--- src/rtl/vga_sync_decoder.sv ---
// vga_sync_decoder: recovers pixel position, data enable and lock status from an incoming hsync/vsync stream
module vga_sync_decoder #(
  parameter int H_VISIBLE   = 640,
  parameter int H_FRONT     = 16,
  parameter int H_SYNC      = 96,
  parameter int H_BACK      = 48,
  parameter int V_VISIBLE   = 480,
  parameter int V_FRONT     = 10,
  parameter int V_SYNC      = 2,
  parameter int V_BACK      = 33,
  parameter bit HSYNC_POL   = 1'b0,
  parameter bit VSYNC_POL   = 1'b0,
  parameter int LOCK_FRAMES = 2,
  localparam int H_TOTAL    = H_VISIBLE + H_FRONT + H_SYNC + H_BACK,
  localparam int V_TOTAL    = V_VISIBLE + V_FRONT + V_SYNC + V_BACK,
  localparam int HW         = $clog2(H_TOTAL),
  localparam int VW         = $clog2(V_TOTAL)
) (
  input  logic          clk,
  input  logic          reset_n,
  input  logic          pix_en,
  input  logic          hsync,
  input  logic          vsync,
  output logic          de,
  output logic [HW-1:0] x,
  output logic [VW-1:0] y,
  output logic          locked,
  output logic          frame_start,
  output logic          err
);
  // counters are one bit wider when needed so they can saturate at the full total
  localparam int HC = $clog2(H_TOTAL + 1);
  localparam int VC = $clog2(V_TOTAL + 1);
  localparam int GW = $clog2(LOCK_FRAMES + 1);
  localparam logic [HC-1:0] H_MAX   = HC'(H_TOTAL);
  localparam logic [HC-1:0] H_LAST  = HC'(H_TOTAL - 1);
  localparam logic [HC-1:0] H_SLAST = HC'(H_SYNC - 1);
  localparam logic [HC-1:0] H_BEG   = HC'(H_SYNC + H_BACK);
  localparam logic [HC-1:0] H_END   = HC'(H_SYNC + H_BACK + H_VISIBLE);
  localparam logic [VC-1:0] V_MAX   = VC'(V_TOTAL);
  localparam logic [VC-1:0] V_LAST  = VC'(V_TOTAL - 1);
  localparam logic [VC-1:0] V_SLAST = VC'(V_SYNC - 1);
  localparam logic [VC-1:0] V_BEG   = VC'(V_SYNC + V_BACK);
  localparam logic [VC-1:0] V_END   = VC'(V_SYNC + V_BACK + V_VISIBLE);
  localparam logic [GW-1:0] G_LAST  = GW'(LOCK_FRAMES - 1);

  typedef enum logic [1:0] {SEARCH, TRACK, LOCKED} state_t;

  state_t          state_q, state_d;
  logic [GW-1:0]   good_q, good_d;
  logic [HC-1:0]   hcnt_q, hcnt_d;
  logic [VC-1:0]   vcnt_q, vcnt_d;
  logic            hs_prev_q, hs_prev_d, vs_prev_q, vs_prev_d;
  logic            de_q, de_d, locked_q, locked_d, fs_q, fs_d, err_q, err_d;
  logic [HW-1:0]   x_q, x_d;
  logic [VW-1:0]   y_q, y_d;
  logic            hs_a, vs_a, h_lead, h_trail, v_lead, v_trail, viol;

  assign de          = de_q;
  assign x           = x_q;
  assign y           = y_q;
  assign locked      = locked_q;
  assign frame_start = fs_q;
  assign err         = err_q;

  // edge detection, timing checks, lock FSM and position outputs for the current pixel sample
  always_comb begin
    hs_a      = hsync == HSYNC_POL;
    vs_a      = vsync == VSYNC_POL;
    h_lead    = hs_a && !hs_prev_q;
    h_trail   = !hs_a && hs_prev_q;
    v_lead    = h_lead && vs_a && !vs_prev_q;
    v_trail   = h_lead && !vs_a && vs_prev_q;
    viol      = state_q != SEARCH && (
                  (h_lead && hcnt_q != H_LAST) ||
                  (h_trail && hcnt_q != H_SLAST) ||
                  (!h_lead && hcnt_q == H_LAST) ||
                  (v_lead && vcnt_q != V_LAST) ||
                  (v_trail && vcnt_q != V_SLAST) ||
                  (h_lead && !v_lead && vcnt_q == V_LAST));
    state_d   = state_q;
    good_d    = good_q;
    hcnt_d    = hcnt_q;
    vcnt_d    = vcnt_q;
    hs_prev_d = hs_prev_q;
    vs_prev_d = vs_prev_q;
    locked_d  = locked_q;
    de_d      = de_q;
    x_d       = x_q;
    y_d       = y_q;
    fs_d      = 1'b0;
    err_d     = 1'b0;
    if (pix_en) begin
      hs_prev_d = hs_a;
      vs_prev_d = h_lead ? vs_a : vs_prev_q;
      hcnt_d    = h_lead ? '0 : hcnt_q + HC'(hcnt_q != H_MAX);
      vcnt_d    = v_lead ? '0 : vcnt_q + VC'(h_lead && vcnt_q != V_MAX);
      if (viol) begin
        state_d = v_lead ? TRACK : SEARCH;
        good_d  = '0;
      end else if (v_lead) begin
        if (state_q == SEARCH) state_d = TRACK;
        else if (state_q == TRACK && good_q == G_LAST) state_d = LOCKED;
        good_d = state_q == TRACK ? good_q + 1'b1 : '0;
      end
      locked_d = state_d == LOCKED;
      de_d     = locked_d && hcnt_d >= H_BEG && hcnt_d < H_END && vcnt_d >= V_BEG && vcnt_d < V_END;
      x_d      = de_d ? HW'(hcnt_d - H_BEG) : '0;
      y_d      = de_d ? VW'(vcnt_d - V_BEG) : '0;
      fs_d     = v_lead;
      err_d    = viol;
    end
  end

  // state and output registers, cleared asynchronously
  always_ff @(posedge clk or negedge reset_n) begin
    if (!reset_n) begin
      state_q   <= SEARCH;
      good_q    <= '0;
      hcnt_q    <= '0;
      vcnt_q    <= '0;
      hs_prev_q <= 1'b0;
      vs_prev_q <= 1'b0;
      locked_q  <= 1'b0;
      de_q      <= 1'b0;
      x_q       <= '0;
      y_q       <= '0;
      fs_q      <= 1'b0;
      err_q     <= 1'b0;
    end else begin
      state_q   <= state_d;
      good_q    <= good_d;
      hcnt_q    <= hcnt_d;
      vcnt_q    <= vcnt_d;
      hs_prev_q <= hs_prev_d;
      vs_prev_q <= vs_prev_d;
      locked_q  <= locked_d;
      de_q      <= de_d;
      x_q       <= x_d;
      y_q       <= y_d;
      fs_q      <= fs_d;
      err_q     <= err_d;
    end
  end
endmodule

--- config.mk ---
export PLATFORM = sky130hd
export DESIGN_NAME = vga_sync_decoder
export DESIGN_NICKNAME = d
export VERILOG_FILES = /design/src/rtl/vga_sync_decoder.sv
export SDC_FILE = /design/constraint.sdc
export NUM_CORES = 1
export LEC_CHECK = 0
export BUFFER_PORTS_ARGS = -buffer_cell sky130_fd_sc_hd__buf_2
export CORE_MARGIN = 2
export CORE_UTILIZATION = 45
export DETAILED_ROUTE_END_ITERATION = 10
export PLACE_DENSITY_LB_ADDON = 0.05
export SYNTH_ARGS = -nofsm -noshare
export SYNTH_HDL_FRONTEND = slang
export SYNTH_SLANG_ARGS = --single-unit
export TNS_END_PERCENT = 20
--- constraint.sdc ---
create_clock -name clk -period 3.5 [get_ports clk]
set_input_delay 0.35 -clock clk [delete_from_list [all_inputs] [get_ports clk]]
set_output_delay 0.35 -clock clk [all_outputs]
set_load 0.02 [all_outputs]
After elaboration in Yosys (flattened, before gate mapping)
Index checks and enable logic that the tools add are counted.
{ "totals": {"register_bits": 50, "inputBits": 5, "out_inout_bits": 24, "elab_cells": 83} }
{ "op_classes": {"add_sub_neg": 5, "eq_ne": 11, "muxes": 15, "reduce_logical": 34, "n_lt_le_gt_ge": 4, "bitwise_logic": 2} }
{ "ops": {"columns": ["cell", "n"], "rows": [
  ["$mux 10", 4],
  ["$ne 10x10->1 const B", 4],
  ["$add 10x1->10", 2],
  ["$eq 10x10->1 const B", 2],
  ["$logic_and 1x1->1", 20],
  ["$lt 10x10->1 const B", 2],
  ["$mux 2", 8],
  ["$ge 10x6->1 const B", 1],
  ["$ge 10x8->1 const B", 1],
  ["$ne 10x1->1 const B", 1],
  ["$ne 10x7->1 const B", 1],
  ["$sub 10x6->10 const B", 1],
  ["$sub 10x8->10 const B", 1],
  ["$logic_or 1x1->1", 5],
  ["$eq 2x1->1 const B", 2],
  ["$logic_not 1->1", 4],
  ["$reduce_and 2->1", 2],
  ["$reduce_bool 2->1", 2],
  ["$mux 1", 3],
  ["$add 2x1->2 const B", 1],
  ["$eq 2x2->1 const B", 1],
  ["$logic_not 2->1", 1],
  ["$not 1->1", 2]
]} }

Depth between registers and ports, before layout
Gate-level depths: netlist (run 1).
{ "logic_depth": {"depth_word": 17, "ltp_mapped": 16, "mapped_depth_nobuf": 14} }

Worst setup path after synthesis (run 1)
No wires, ideal clock.
{ "synth_path": {"path_kind": "flip-flop to flip-flop", "start": "reg vcnt_q[5]", "end": "reg y_q[8], in the netlist y[8]", "required_time_ns": 3.362, "synth_period_minus_slack_ns": 3.335, "setup_slack_ns": 0.165, "setup_ns": 0.138, "stages_incl_launch_ff": 14, "path_buffers": 3, "arrival_ns": 3.197, "cell_sequence": "dfrtp_1 > clkbuf_1 > nor4_1 > and3_1 > a41oi_1 > ha_1 > ha_1 > clkbuf_1 > or4_1 > a21oi_1 > o22ai_1 > a22oi_1 > buf_4 > o32ai_4"} }
{ "synth_between": {"elab_chain_cells": 14} }
{ "synth_lines": {"columns": ["element", "line", "source"], "rows": [
  ["start: declaration", "52", "logic [VC-1:0] vcnt_q, vcnt_d;"],
  ["start signal: assignment", "134", "vcnt_q <= vcnt_d;"],
  ["branches (longest 13 deep; another with $add 10x1->10)", null, null],
  ["$mux 10 (*)", "109", "y_d = de_d ? VW'(vcnt_d - V_BEG) : '0;"],
  ["end signal: assignment", "140", "y_q <= y_d;"],
  ["end: declaration", "56", "logic [VW-1:0] y_q, y_d;"]
]} }
Every way passes the cells marked *. The select of a mux whose other input is x is not followed.
A chain may end at the register's enable or synchronous reset.

Worst setup path after layout (run 1)
{ "layout_path": {"start": "reg vcnt_q[8]", "end": "reg x_q[7], in the netlist x[7]"} }
{ "layout_between": {"elab_chain_cells": 14} }
{ "layout_lines": {"columns": ["element", "line", "source"], "rows": [
  ["branches (longest 12 deep; another with $add 10x1->10)", null, null],
  ["$logic_and 1x1->1 (*)", "107", "de_d = locked_d && hcnt_d >= H_BEG && hcnt_d < H_END && vcnt_d >= V_BEG && vcnt_d < V_END;"],
  ["$mux 10 (*)", "108", "x_d = de_d ? HW'(hcnt_d - H_BEG) : '0;"],
  ["end signal: assignment", "126", "x_q <= '0;"],
  ["end signal: assignment", "139", "x_q <= x_d;"],
  ["end: declaration", "55", "logic [HW-1:0] x_q, x_d;"]
]} }
Marks and branches as above.

==> results of run 1 <==
==> path summary, 6_finish.rpt <==
kind,from,endpoint,slack (ns),cells after the start
worst min-delay path,reset_n,x[2],0.14,1
worst max-delay path,vcnt_q[8],x[7],0.18,13
min in group clk,vsync,vs_prev_q,0.30,2
max in group asynchronous,reset_n,hcnt_q[6],2.64,2
worst max register to register,vcnt_q[8],x[7],0.18,13
worst min register to register,y[5],y[5],0.50,2
==> timing repair <==
action | 4_1_cts | 5_1_grt
setup endpoints to repair | 0 | 21
resized for setup | 0 | 6
hold buffers | 0 | 0
setup buffers | 0 | 1
endpoints found under the hold margin | 0 | 0
==> layout make-up <==
type,count,area share
clock buffers,5,0.0172
clock inverters,3,0.00720
inverters,33,0.0310
multi-input cells,262,0.502
flip-flops and latches,50,0.313
well taps,102,0.0319
repair buffers,58,0.0977
==> power groups by stage <==
stage               clock (mW)  sequential [mW]  combinational (mW)
floorplan                    0            0.671               0.375
global placement             0            0.685               0.522
detailed placement           0            0.684               0.523
CTS                      0.388            0.674               0.527
global route             0.420            0.686               0.595
finish                   0.377            0.678               0.533
==> per-stage QoR <==
| stage | utilization | total power, mW | hold WS [ns] | setup TNS (ns) |
|---|---|---|---|---|
| after floorplan | - | 1.05 | 0.0544 | 0 |
| after global routing | 0.523 | 1.70 | 0.200 | -0.686 |
| final | 0.523 | 1.59 | 0.138 | 0 |
| after detailed placement | 0.505 | 1.21 | 0.469 | 0 |
| after CTS | 0.518 | 1.59 | 0.177 | 0 |
| after global placement | 0.505 | 1.21 | 0.463 | 0 |
==> logic make-up (layout without fill, tap and decap cells) <==
group,after synthesis,count (layout),share of synthesized area
adders and majority gates,9,9,0.0321
xor gates and xnor gates,27,27,0.0675
DFF,50,50,0.357
AOI/OAI and AO/OA,97,97,0.251
buffers and inverters,64,99,0.0821
muxes,11,11,0.0350
and+or+nand+nor,118,118,0.176
==> sequential cells by signal, summed over array words and instances (netlist names), 2 cells and up <==
name / count
good_q: 2
hcnt_q: 10
state_q: 2
vcnt_q: 10
x: 10
y: 10
==> layout by cell type (no fill, tap or decap), types with 3 or more instances in the layout <==
cell type,Yosys,routed
o31ai_1,4,4
inv_1,33,33
a31oi_1,4,4
nor2b_1,4,4
dfrtp_1,50,50
mux2i_1,3,3
o22ai_1,4,4
and4_1,5,5
buf_4,5,28
xnor2_1,18,18
a21oi_1,11,11
o32ai_2,18,18
and3_1,7,7
o211ai_1,3,3
nand2_1,31,31
nand3_1,19,19
o21ai_0,21,21
nand4_1,8,8
mux2_2,7,7
buf_2,4,28
clkbuf_8,0,5
nor2_1,19,19
xor2_1,9,9
or2_2,3,3
nor3_1,5,5
ha_1,9,8
==> per-layer routing <==
metal  vias up  track usage  routed length, µm
li1       1427            -                  -
met1      1440        0.308               4230
met2        54        0.357               4200
met3         6       0.0304                241
met4         0       0.0498                 66
met5         -            0                  0
==> worst register-to-register path: stages (launching register included) <==
cell and delay [ns]:
dfrtp_1 0.48, nor2_1 0.11, and3_1 0.20, a41oi_1 0.24, ha_2 0.27, ha_1 0.17
buf_4 0.16, and3_1 0.28, nand2_1 0.19, o211ai_1 0.31, o22ai_1 0.13, a22oi_2 0.30
buf_12 0.22, o32ai_2 0.12
==> impl_metrics.tcl, run 1 <==
set metrics [dict create \
    final_nets 424 \
    ctsLongestPathBuffers 2 \
    min_period_ns 3.32 \
    hold_path.class "in -> async" \
    drt_iter0_drc 102 \
    seq_area_frac_synth 0.357 \
    status "finished clean" \
    cts_root_buf "clkbuf_8" \
    fin_cells 513 \
    antenna_found_initial 0 \
    cpMaxStageDelayCell "dfrtp_1" \
    synthesis.nets 390 \
    vias_per_cell 5.71 \
    synth_top_area_share 0.357 \
    grt_pass1_vias 2824 \
    worstMarginPinSlew_ns 0.881 \
    switching_share 0.378 \
    worstPathArrival_ns 3.50 \
    p_per_area_mw_per_mm2 397 \
    max-cap-violations 0 \
    grt_pass1_wl_mm 14.7 \
    clkPwrFrac 0.238 \
    grt_max_degree 40 \
    dpl_worst_slack_ns 0.135 \
    drt_pre_antenna_iters 4 \
    cp.required_ns 3.68 \
    cts_made_buffers 5 \
    synth_ff_type "dfrtp_1" \
    placed_cells 504 \
    syn_area_mm2 0.00350 \
    synth_most_common_cell "dfrtp_1" \
    finClkSkew_ns 0.00946 \
    antennaDiodeCount 0 \
    path_buf_inv 2 \
    hold_viol 0 \
    drive_above_1_share 0.260 \
    critPathLaunchType "flip-flop" \
    finalSetupViolCount 0 \
    worstPathMaxFanout 19 \
    max_freq_ghz 0.301 \
    relSlewSlack 0.413 \
    num_vias 2927 \
    synth_edf_count 0 \
    cts_tree "yes" \
    netlist_top_cells_area "dfrtp_1 (36%), o32ai_2 (8.4%), xnor2_1 (4.5%), inv_1 (3.5%), nand2_1 (3.3%)" \
    cts_max_level 2 \
    dp_hpwl_mm 6.09 \
    seq_area_mm2 0.00125 \
    clock_sinks 50 \
    leakagePower_nw 1.75 \
    p_int_mw 0.987 \
    syn_inst 376 \
    area_delta_synth_final_pct 14.0 \
    clock_latency_ns 0.31 \
    place_congestion 0.871 \
    crit_family "compound AO/OA/AOI/OAI gates" \
    die_area_mm2 0.00851 \
    end_kind "flip-flop" \
    multi_input_area_mm2 0.00201 \
    wire_per_inst_um 17.0 \
    rsz0062_at_grt "true" \
    slew_violations 0 \
    synth_top_area_cell "dfrtp_1" \
    ant_nets 0 \
    cts.clk_slew.worst_paths_ns 0.11 \
    path_cells "nor2_1 > and3_1 > a41oi_1 > ha_2 > ha_1 > buf_4 > and3_1 > nand2_1 > o211ai_1 > o22ai_1 > a22oi_2 > buf_12 > o32ai_2" \
    fin_crit_sh 0.949 \
    core_mm2 0.00765 \
    fin_ws_ns 0.178 \
    ios 29 \
    io_buffers 28 \
    num-fill-cells 740 \
    yosysWarnings 0 \
    p_sw_mw 0.601 \
    start_util 0.458 \
    combPwrFrac 0.336 \
    route.detailed.drc 0 \
    placed_area_mm2 0.00386 \
    die_y_um 92.3 \
    cpPeakStageDelay_ns 0.48 \
    async_reset_ff_frac 1.00 \
    synthDistinctLibCells 66 \
    die_w_um 92.3 \
    grt_usage 0.218 \
    avgSynthCellArea_um2 9.32 \
    synth-seq-cells 50 \
    seqPwrFrac 0.427 \
    placementRows 32 \
    crit_type "reg -> reg" \
    ir_drop_mv 0.219 \
    cpMostUsedCell "and3_1" \
    overflow 0 \
    routed_wl_mm 8.74 \
    fin_area_mm2 0.00400 \
    synth_common_cells "dfrtp_1 (50), inv_1 (33), nand2_1 (31)" \
]
Power figures use the tool's default switching activity.
==> run 2, diff against run 1 <==
Settings changed: RECOVER_POWER set to 25.
==> impl_metrics.tcl, run 2 (same netlist as run 1, synthesis figures left out) <==
set metrics [dict create \
    status "finished, violations left" \
    violations "capacitance limit, slew limit" \
    start_util 0.458 \
    cpMostUsedCell "ha_1" \
    final_common_cell "dfrtp_1" \
    finalSetupViolCount 0 \
    die_y_um 92.3 \
    cts_max_level 2 \
    antenna_found_initial 0 \
    cts_root_buf "clkbuf_8" \
    min_period_ns 3.32 \
    grt_pass1_vias 2824 \
    final_cell_mix "dfrtp_1 (50), inv_1 (33), nand2_1 (31), buf_4 (28), buf_2 (27)" \
    grt_pass1_wl_mm 14.7 \
    ant_nets 0 \
    num-fill-cells 740 \
    core_mm2 0.00765 \
    fin_cells 513 \
    placed_area_mm2 0.00386 \
    dp_hpwl_mm 6.09 \
    min_path_cells 2 \
    cpPeakStageDelay_ns 0.43 \
    slew_violations 40 \
    die_area_mm2 0.00851 \
    cts.clk_slew.worst_paths_ns 0.11 \
    worstReg2RegStart "hcnt_q[1]" \
    worstPathMaxFanout 21 \
    cts_tree "yes" \
    io_buffers 28 \
    drt_iter0_drc 102 \
    cp.required_ns 3.68 \
    crit_type "reg -> reg" \
    clock_sinks 50 \
    end_kind "flip-flop" \
    reg2reg_depth 15 \
    wire_per_inst_um 17.0 \
    hold_path.class "in -> reg" \
    ios 29 \
    grt_usage 0.218 \
    leakagePower_nw 1.75 \
    fin_crit_sh 0.949 \
    worstPathArrival_ns 3.50 \
    worstMarginPinSlew_ns 2.12 \
    path_cells "inv_1 > ha_1 > nor4bb_2 > nand3b_1 > ha_1 > and4_1 > and2_0 > xor2_1 > nand2_1 > ha_1 > nor3b_2 > o31a_1 > o2111ai_4 > buf_12 > o32ai_2" \
    power_mw 1.59 \
    clock_latency_ns 0.31 \
    rsz0062_at_grt "true" \
    ctsLongestPathBuffers 2 \
    critPathLaunchType "flip-flop" \
    finClkSkew_ns 0.00905 \
    r2r_end "x[7]" \
    antennaDiodeCount 0 \
    final_util 0.522 \
    die_w_um 92.3 \
    grt_max_degree 40 \
    drive_above_1_share 0.258 \
    place_congestion 0.871 \
    route.detailed.drc 0 \
    hold_viol 0 \
    drt_pre_antenna_iters 4 \
    overflow 0 \
    placementRows 32 \
    hold_start "vsync" \
    area_delta_synth_final_pct 14.0 \
    ir_drop_mv 0.219 \
    final_nets 424 \
    ff2ff_setup_slack_ns 0.18 \
    routed_wl_mm 8.74 \
    max_freq_ghz 0.301 \
    vias_per_cell 5.70 \
    cpMaxStageDelayCell "dfrtp_1" \
    cts_made_buffers 5 \
    min_to "vs_prev_q" \
    timing.hold.ws_ns 0.301 \
    num_vias 2925 \
    fin_area_mm2 0.00400 \
    placed_cells 504 \
    p_per_area_mw_per_mm2 398 \
    relSlewSlack -0.412 \
    max-cap-violations 1 \
]
==> run 2: power by group <==
part / internal (mW) / total (mW) / switching (mW)
Clock: 0.149 / 0.378 / 0.229
Combinational: 0.215 / 0.533 / 0.318
Sequential: 0.623 / 0.678 / 0.0548
Total: 0.987 / 1.59 / 0.601
==> run 2: what timing repair did <==
action / 4_1_cts / 5_1_grt
setup buffers: 0 / 1
gates resized for setup: 0 / 6
hold buffers: 0 / 0
setup endpoints to repair: 0 / 21
==> run 2: cell type report <==
cell class | instances | area (µm²) | share of cell area
Clock inverter | 3 | 28.8 | 0.00720
Multi-Input combinational cell | 262 | 2010 | 0.502
Clock buffer | 5 | 68.8 | 0.0172
Tap cell | 102 | 128 | 0.0319
Sequential cell | 50 | 1250 | 0.313
Timing Repair Buffer | 58 | 389 | 0.0974
Inverter | 33 | 124 | 0.0310
==> run 2: worst max-delay path: cells and delay by family (launching register included) <==
family / cells / cell delay (ns)
flops: 1 / 0.43
fa+ha+maj: 3 / 0.54
compound gates: 3 / 0.70
xor+xnor: 1 / 0.15
buf+inv: 2 / 0.30
simple gates: 6 / 1.07
==> run 2: worst max path at each step <==
stage,from,to,slack [ns],depth (start not counted)
after CTS,vcnt_q[6],x[7],0.10,11
after global routing,hcnt_q[1],x[7],-0.06,15
after global placement,hcnt_q[0],y[5],0.24,15
after detailed placement,vcnt_q[6],x[1],0.13,11
after floorplan,vcnt_q[5],y[8],0.17,13
final,hcnt_q[1],x[7],0.18,15
==> run 2: per-layer routing <==
| metal | wire length, µm | up-vias | global-route usage | share of wire |
|---|---|---|---|---|
| li1 | - | 1428 | - | - |
| met1 | 4240 | 1437 | 0.308 | 0.48 |
| met2 | 4200 | 54 | 0.357 | 0.48 |
| met3 | 241 | 6 | 0.0304 | 0.028 |
| met4 | 66 | 0 | 0.0498 | 0.0075 |
| met5 | 0 | - | 0 | 0 |
==> run 2: stage by stage <==
stage,setup slack [ns],setup TNS (ns)
after detailed placement,0.135,0
final,0.179,0
after floorplan,0.165,0
after CTS,0.103,0
after global routing,-0.0622,-0.686
after global placement,0.245,0
